--- src/rtl/mem_ctrl.sv ---
// Byte-wide RAM/IO port arbiter: serialises fetcher word reads and LSB
// loads/stores into per-byte accesses and returns one-cycle done pulses.
module mem_ctrl #(
  parameter int          ADDR_W = 32,
  parameter logic [1:0]  IO_HI  = 2'b11
) (
  input  logic              clk,
  input  logic              rst,
  input  logic              rdy,
  input  logic              in_fetcher_ce,
  input  logic [ADDR_W-1:0] in_fetcher_addr,
  output logic              out_fetcher_ce,
  output logic [31:0]       out_fetcher_data,
  input  logic              in_lsb_ce,
  input  logic              in_lsb_wr,
  input  logic [ADDR_W-1:0] in_lsb_addr,
  input  logic [1:0]        in_lsb_size,
  input  logic [31:0]       in_lsb_data,
  output logic              out_lsb_ce,
  output logic [31:0]       out_lsb_data,
  input  logic              in_clear,
  input  logic [7:0]        mem_din,
  output logic [7:0]        mem_dout,
  output logic [ADDR_W-1:0] mem_a,
  output logic              mem_wr,
  input  logic              io_buffer_full
);
  typedef enum logic [1:0] {IDLE, READ, WRITE} state_t;
  state_t state, state_nx;

  logic              f_v;
  logic [ADDR_W-1:0] f_addr;
  logic              l_v, l_wr;
  logic [ADDR_W-1:0] l_addr;
  logic [1:0]        l_size;
  logic [31:0]       l_data;

  logic              cur_lsb;
  logic [ADDR_W-1:0] cur_addr;
  logic [2:0]        cur_len;
  logic [31:0]       cur_data;
  logic [31:0]       rbuf;
  logic [2:0]        k;
  logic              wr_q;

  logic              lsb_pend, lsb_pend_wr, fetch_pend, start_lsb, start_fetch;
  logic [ADDR_W-1:0] sel_addr;
  logic [1:0]        sel_size;
  logic [2:0]        sel_len;
  logic [31:0]       sel_data;
  logic              io_stall, rd_last, wr_last;
  logic [2:0]        k_inc;
  logic [31:0]       rd_nx;
  logic [7:0]        wbyte;

  // A pulse arriving in IDLE counts as pending immediately; a clear discards
  // it, and also drops a held load but never a held (committed) store.
  always_comb begin
    lsb_pend    = (l_v & (l_wr | ~in_clear)) | (~l_v & in_lsb_ce & ~in_clear);
    lsb_pend_wr = l_v ? l_wr : in_lsb_wr;
    fetch_pend  = ~in_clear & (f_v | in_fetcher_ce);
    start_lsb   = (state == IDLE) & lsb_pend;
    start_fetch = (state == IDLE) & ~lsb_pend & fetch_pend;
    sel_size    = l_v ? l_size : in_lsb_size;
    sel_data    = l_v ? l_data : in_lsb_data;
    sel_addr    = start_lsb ? (l_v ? l_addr : in_lsb_addr)
                            : (f_v ? f_addr : in_fetcher_addr);
    case (sel_size)
      2'b00:   sel_len = 3'd1;
      2'b01:   sel_len = 3'd2;
      default: sel_len = 3'd4;
    endcase
    if (!start_lsb) sel_len = 3'd4;
    io_stall = (state == WRITE) & (cur_addr[17:16] == IO_HI) & io_buffer_full;
    rd_last  = (state == READ) & (k == cur_len);
    wr_last  = (state == WRITE) & ~io_stall & (k == cur_len - 3'd1);
    k_inc    = k + 3'd1;
  end

  // Byte k-1 of a read arrives while the counter reads k.
  always_comb begin
    rd_nx = rbuf;
    case (k)
      3'd1:    rd_nx[7:0]   = mem_din;
      3'd2:    rd_nx[15:8]  = mem_din;
      3'd3:    rd_nx[23:16] = mem_din;
      3'd4:    rd_nx[31:24] = mem_din;
      default: rd_nx = rbuf;
    endcase
    case (k_inc)
      3'd1:    wbyte = cur_data[15:8];
      3'd2:    wbyte = cur_data[23:16];
      3'd3:    wbyte = cur_data[31:24];
      default: wbyte = cur_data[7:0];
    endcase
  end

  always_comb begin
    state_nx = state;
    case (state)
      IDLE: begin
        if (start_lsb)        state_nx = lsb_pend_wr ? WRITE : READ;
        else if (start_fetch) state_nx = READ;
      end
      READ:    if (in_clear || rd_last) state_nx = IDLE;
      WRITE:   if (wr_last) state_nx = IDLE;
      default: state_nx = IDLE;
    endcase
  end

  always_ff @(posedge clk or posedge rst) begin
    if (rst)      state <= IDLE;
    else if (rdy) state <= state_nx;
  end

  always_ff @(posedge clk or posedge rst) begin
    if (rst) begin
      f_v <= 1'b0; f_addr <= '0;
      l_v <= 1'b0; l_wr <= 1'b0; l_addr <= '0; l_size <= 2'b00; l_data <= '0;
      cur_lsb <= 1'b0; cur_addr <= '0; cur_len <= 3'd0; cur_data <= '0;
      rbuf <= '0; k <= 3'd0; wr_q <= 1'b0;
      mem_a <= '0; mem_dout <= 8'h00;
      out_fetcher_ce <= 1'b0; out_fetcher_data <= '0;
      out_lsb_ce <= 1'b0; out_lsb_data <= '0;
    end else if (rdy) begin
      out_fetcher_ce <= 1'b0;
      out_lsb_ce     <= 1'b0;

      if (start_fetch)        f_v <= 1'b0;
      else if (in_clear)      f_v <= 1'b0;
      else if (in_fetcher_ce) begin
        f_v <= 1'b1; f_addr <= in_fetcher_addr;
      end

      if (start_lsb) l_v <= 1'b0;
      else if (in_clear) begin
        if (!l_wr) l_v <= 1'b0;
      end else if (in_lsb_ce) begin
        l_v <= 1'b1; l_wr <= in_lsb_wr; l_addr <= in_lsb_addr;
        l_size <= in_lsb_size; l_data <= in_lsb_data;
      end

      case (state)
        IDLE: begin
          if (start_lsb || start_fetch) begin
            cur_lsb  <= start_lsb;
            cur_addr <= sel_addr;
            cur_len  <= sel_len;
            cur_data <= sel_data;
            rbuf     <= '0;
            k        <= 3'd0;
            mem_a    <= sel_addr;
            if (start_lsb && lsb_pend_wr) begin
              wr_q     <= 1'b1;
              mem_dout <= sel_data[7:0];
            end
          end
        end
        READ: begin
          if (!in_clear) begin
            rbuf <= rd_nx;
            k    <= k_inc;
            if (k_inc < cur_len) mem_a <= cur_addr + ADDR_W'(k_inc);
            if (rd_last) begin
              if (cur_lsb) begin
                out_lsb_ce <= 1'b1; out_lsb_data <= rd_nx;
              end else begin
                out_fetcher_ce <= 1'b1; out_fetcher_data <= rd_nx;
              end
            end
          end
        end
        WRITE: begin
          if (!io_stall) begin
            if (wr_last) begin
              wr_q         <= 1'b0;
              out_lsb_ce   <= 1'b1;
              out_lsb_data <= '0;
            end else begin
              k        <= k_inc;
              mem_a    <= cur_addr + ADDR_W'(k_inc);
              mem_dout <= wbyte;
            end
          end
        end
        default: ;
      endcase
    end
  end

  assign mem_wr = wr_q & rdy & ~io_stall;
endmodule

--- config.mk ---
export PLATFORM = sky130hd
export DESIGN_NAME = mem_ctrl
export DESIGN_NICKNAME = d
export VERILOG_FILES = /design/src/rtl/mem_ctrl.sv
export SDC_FILE = /design/constraint.sdc
export NUM_CORES = 1
export LEC_CHECK = 0
export BUFFER_PORTS_ARGS = -buffer_cell sky130_fd_sc_hd__buf_2
export CORE_UTILIZATION = 58
export DETAILED_ROUTE_END_ITERATION = 6
export HOLD_SLACK_MARGIN = 0.02
export PLACE_DENSITY = 0.82
export SLEW_MARGIN = 20
export SYNTH_ARGS = -nofsm -noshare
export SYNTH_HDL_FRONTEND = slang
export SYNTH_SLANG_ARGS = --single-unit
--- constraint.sdc ---
create_clock -name clk -period 14.6 [get_ports clk]
set_input_delay 4.38 -clock clk [delete_from_list [all_inputs] [get_ports clk]]
set_output_delay 4.38 -clock clk [all_outputs]
set_load 0.01 [all_outputs]
# [Word level (Yosys, flattened, before mapping)]
# Index checks and enable logic that the tools add are counted.
[totals] inputBits=114 elab_cells=164 register_bits=313
[op_classes] reduce_logical=24 mux=66 bitwise=24 order_cmp=1 add_sub_neg=3 n_eq_ne=25
[op_table] operator="$mux W32" n=16
[op_table] operator="$pmux W32 S2" n=2
[op_table] operator="$pmux W32 S3" n=1
[op_table] operator="$mux W8" n=8
[op_table] operator="$add A32 B3 Y32" n=1
[op_table] operator="$pmux W8 S3" n=1
[op_table] operator="$mux W1" n=21
[op_table] operator="$reduce_and A6 Y1" n=3
[op_table] operator="$pmux W8 S2" n=1
[op_table] operator="$reduce_and A4 Y1" n=4
[op_table] operator="$mux W3" n=5
[op_table] operator="$and A1 B1 Y1" n=14
[op_table] operator="$reduce_and A7 Y1" n=2
[op_table] operator="$eq A3 B2 Y1 const B" n=4
[op_table] operator="$mux W2" n=6
[op_table] operator="$ne A2 B2 Y1 const B" n=6
[op_table] operator="$pmux W3 S3" n=1
[op_table] operator="$reduce_bool A3 Y1" n=3
[op_table] operator="$ne A2 B1 Y1 const B" n=4
[op_table] operator="$not A1 Y1" n=7
[op_table] operator="$eq A3 B1 Y1 const B" n=2
[op_table] operator="$eq A3 B3 Y1" n=2
[op_table] operator="$pmux W2 S3" n=1
[op_table] operator="$pmux W3 S2" n=1
[op_table] operator="17 further kinds" n=27

# [Depth between registers and ports, before layout]
[logic_depth] depth_word=10 depth_mapped=12 ltp_nobuf=10

# [Least setup slack after synthesis]
# OpenSTA, ideal clock, no wires.
[synth_path] path_type="input to output" startpoint="in rdy" endpoint="out mem_wr" cell_stages=2 t_arrival_ps=4833 slack_ps=5387 required_ps=10220 path_cell_list="clkbuf_1 > and3_1"
[synth_via] elab_chain_cells=2
[synth_lines] item="start, declared" line_no="9" source="input logic rdy,"
[synth_lines] item="$and A1 B1 Y1 (2 in a row)" line_no="191" source="assign mem_wr = wr_q & rdy & ~io_stall;"
[synth_lines] item="end, declared" line_no="25" source="output logic mem_wr,"
# No other way between the ends.

# [Worst setup path in the final report]
[layout_path] startpoint="in io_buffer_full" endpoint="out mem_wr"
[layout_via] elab_chain_cells=3
[layout_lines] item="start, declared" line_no="26" source="input logic io_buffer_full"
[layout_lines] item="$and A1 B1 Y1" line_no="74" source="io_stall = (state == WRITE) & (cur_addr[17:16] == IO_HI) & io_buffer_full;"
[layout_lines] item="$not A1 Y1" line_no="191"
[layout_lines] item="$and A1 B1 Y1" line_no="191"
# No other way between the ends.

==> metrics.txt <==
adder and majority cell fraction of the synthesized area 1.56%; Synth Register Bits 313; Wirelength per Cell 18.8 um; number of placed I/O pins 221; setup TNS 0 ns; switching share of total power 37.0%; clock-pin transition on the worst setup and hold timing paths 0.06 ns; fraction of power consumed by sequential logic 39.3%; vias in the first global route 11111; normalized max-slew margin 24.9%; remaining global-route overflow 0; clock latency on the worst-skew pair 0.52 ns; Tmin final 9.47 ns; prevailing post-synth register cell dfrtp_1; fraction of the mapped netlist area in compound gates 14.2%; Final Hold Vio Count 0; Total Die Area 26300 um2; most common library cell in the layout ignoring fill and taps dfrtp_1; internal power consumption 0.00239 W; clock group share of total power 22.7%; FF-to-FF setup slack 10.95 ns; Max Fanout on Critical Path 4; maximum VDD drop 0.000122 V; hold crit path type flip-flop to flip-flop; via count 11314; number of warnings printed during yosys synthesis 0; maximum count of clock buffers along a single path 3; required time reported for the critical path endpoint 10.22 ns; actual transition at the worst max-transition pin 1.13 ns; Fmax 0.106 GHz; share of cells above drive strength 1 27.6%; CTS tree done; xor-xnor portion of the synthesized cell area 1.56%; utilization after layout 68.6%; area delta synth->final 15.9%; wire length after detailed routing 35.5 mm; endpoint class of the critical path output pin; CORE AREA 25200 um2; Worst EP arrival 5.09 ns; worst clock skew 0.0262 ns; Sw Pwr 0.00140 W; CTS Buf Count 34; number of nets in the synthesized netlist 1498; outcome finished, final reports clean; static leakage power 8.09 nW; buffer count from post-CTS setup fixing 0; GRT Overall Usage 27.3%; Final Power 0.00380 W; critical path class input pin to output pin; Post-Route Hold Slack 0.473 ns; largest net degree at the start of global routing 172; H-tree levels 2; simple-gate share of the synthesized area 9.18%; DP HPWL 23.1 mm; drt drc 0; DR pass1 iterations 6; routability congestion estimate 0.820; post-route ant nets 0; quantity of I/O buffers inserted on ports 220; Cell variety after synth 52; main combinational cell family by area after synthesis multiplexers; synthesized instance count 1366; RSZ-0062 raised after global routing false; post-synthesis cell area 14900 um2; drt via density 5.99; combinational power share 38.0%; number of sinks driven by the clock tree 313; most frequent cells in the layout dfrtp_1, buf_2, nand2_1; number of enable flip-flop cells after synthesis 0; post_cts resized 0; cts-stage hold buffer count 0; crit path launch type input pin; sequential area share after synthesis 52.5%; Final Setup Violations 0; total number of placement rows 58; first-pass GRT wire length 57.3 mm; period utilisation layout 64.9%; number of max-slew violations in the final report 0; initial drt markers 1094; mux cell area share after synthesis 17.6%; max-cap check violation count 0; power per cell area 220 nW/um2; die height 162 um; share of synthesized flip-flops with an asynchronous set or reset 100%; clock tree root buffer cell clkbuf_16; Mapped Avg Cell Area 10.9 um2; Die X 162 um; count of nets after finishing 1667; number of antenna violations at the first check in global routing 5; starting density of the core 59.2%
-- synth_stat cells, types with 12 or more instances --
master | n | area share (%)
dfrtp_1 | 313 | 53
nand2_1 | 190 | 4.8
mux2_2 | 140 | 11
o21ai_0 | 132 | 4.4
mux2i_1 | 105 | 7.1
clkbuf_1 | 54 | 1.4
nor2_1 | 50 | 1.3
a21oi_1 | 46 | 1.5
a22o_1 | 37 | 2.2
o31ai_1 | 34 | 1.7
buf_2 | 27 | 0.91
a21o_1 | 24 | 1.2
inv_1 | 20 | 0.50
xnor2_1 | 20 | 1.2
a211oi_1 | 18 | 0.91
ha_1 | 17 | 1.4
nand3_1 | 15 | 0.50
nor4_1 | 14 | 0.59
nor3_1 | 13 | 0.44
buf_1 | 12 | 0.30
-- sequential cells by signal, indices dropped and copies added, names as in the netlist, 2 cells and up --
name and cells:
state 2, k 3, cur_data 32, out_lsb_data 32
mem_dout 8, rbuf 32, cur_addr 32, l_addr 32
mem_a 32, l_data 32, cur_len 3, out_fetcher_data 32
f_addr 32, l_size 2
-- final timing paths --
path,from,endpoint,cells after the start
max in group asynchronous,rst,l_addr[22]$_DFFE_PP0P_,3
min reg2reg,mem_a[12]$_DFFE_PP0P_,mem_a[12]$_DFFE_PP0P_,1
max reg2reg,k[1]$_DFFE_PP0P_,mem_a[15]$_DFFE_PP0P_,11
min in group asynchronous,rst,out_lsb_data[13]$_DFFE_PP0P_,2
min,mem_a[12]$_DFFE_PP0P_,mem_a[12]$_DFFE_PP0P_,1
max,io_buffer_full,mem_wr,4
-- worst max-delay path, cell delays in order --
cell and delay, ns:
buf_2 0.07, nand4_1 0.21, and3_1 0.27, buf_2 0.15
-- metal layers --
layer,wire length [um],global-route usage [%]
met5,46,0
met4,850,8.36
met3,2540,5.98
met2,16700,44.5
met1,15400,36.4
-- per-stage QoR --
| stage | cells | cell area [um2] | worst slack (ns) |
|---|---|---|---|
| global placement | 1827 | 16100 | 5.15 |
| detailed placement | 1828 | 16200 | 5.14 |
| CTS | 1886 | 17300 | 5.14 |
| global route | 1888 | 17300 | 5.10 |
| finish | 1890 | 17300 | 5.13 |
| floorplan | 1366 | 14900 | 1.56 |
-- cell families (layout without fill, tap and decap cells) --
family                     after synthesis  count (layout)
AOI/OAI and AO/OA                      330             330
muxes                                  245             245
buffers and inverters                  119             310
other                                    0               3
DFF                                    313             313
adders and majority gates               18              18
and+or+nand+nor                        316             316
xor gates and xnor gates                25              25
-- final cells by class --
cell class / count / area, um2
Fill cell: 1819 / 7900
Sequential cell: 313 / 7840
Multi-Input combinational cell: 934 / 6630
Timing Repair Buffer: 229 / 1190
Clock buffer: 51 / 996
Tap cell: 330 / 413
Clock inverter: 7 / 114
Inverter: 23 / 93.8
Antenna cell: 3 / 7.51
-- power groups by stage --
stage,clock [W],combinational (W),sequential (W)
finish,0.000863,0.00144,0.00149
global route,0.000906,0.00160,0.00153
CTS,0.000875,0.00144,0.00149
detailed placement,0,0.00143,0.00150
global placement,0,0.00138,0.00147
floorplan,0,0.00101,0.00148
Note: power is estimated with default switching activity, not from simulation.
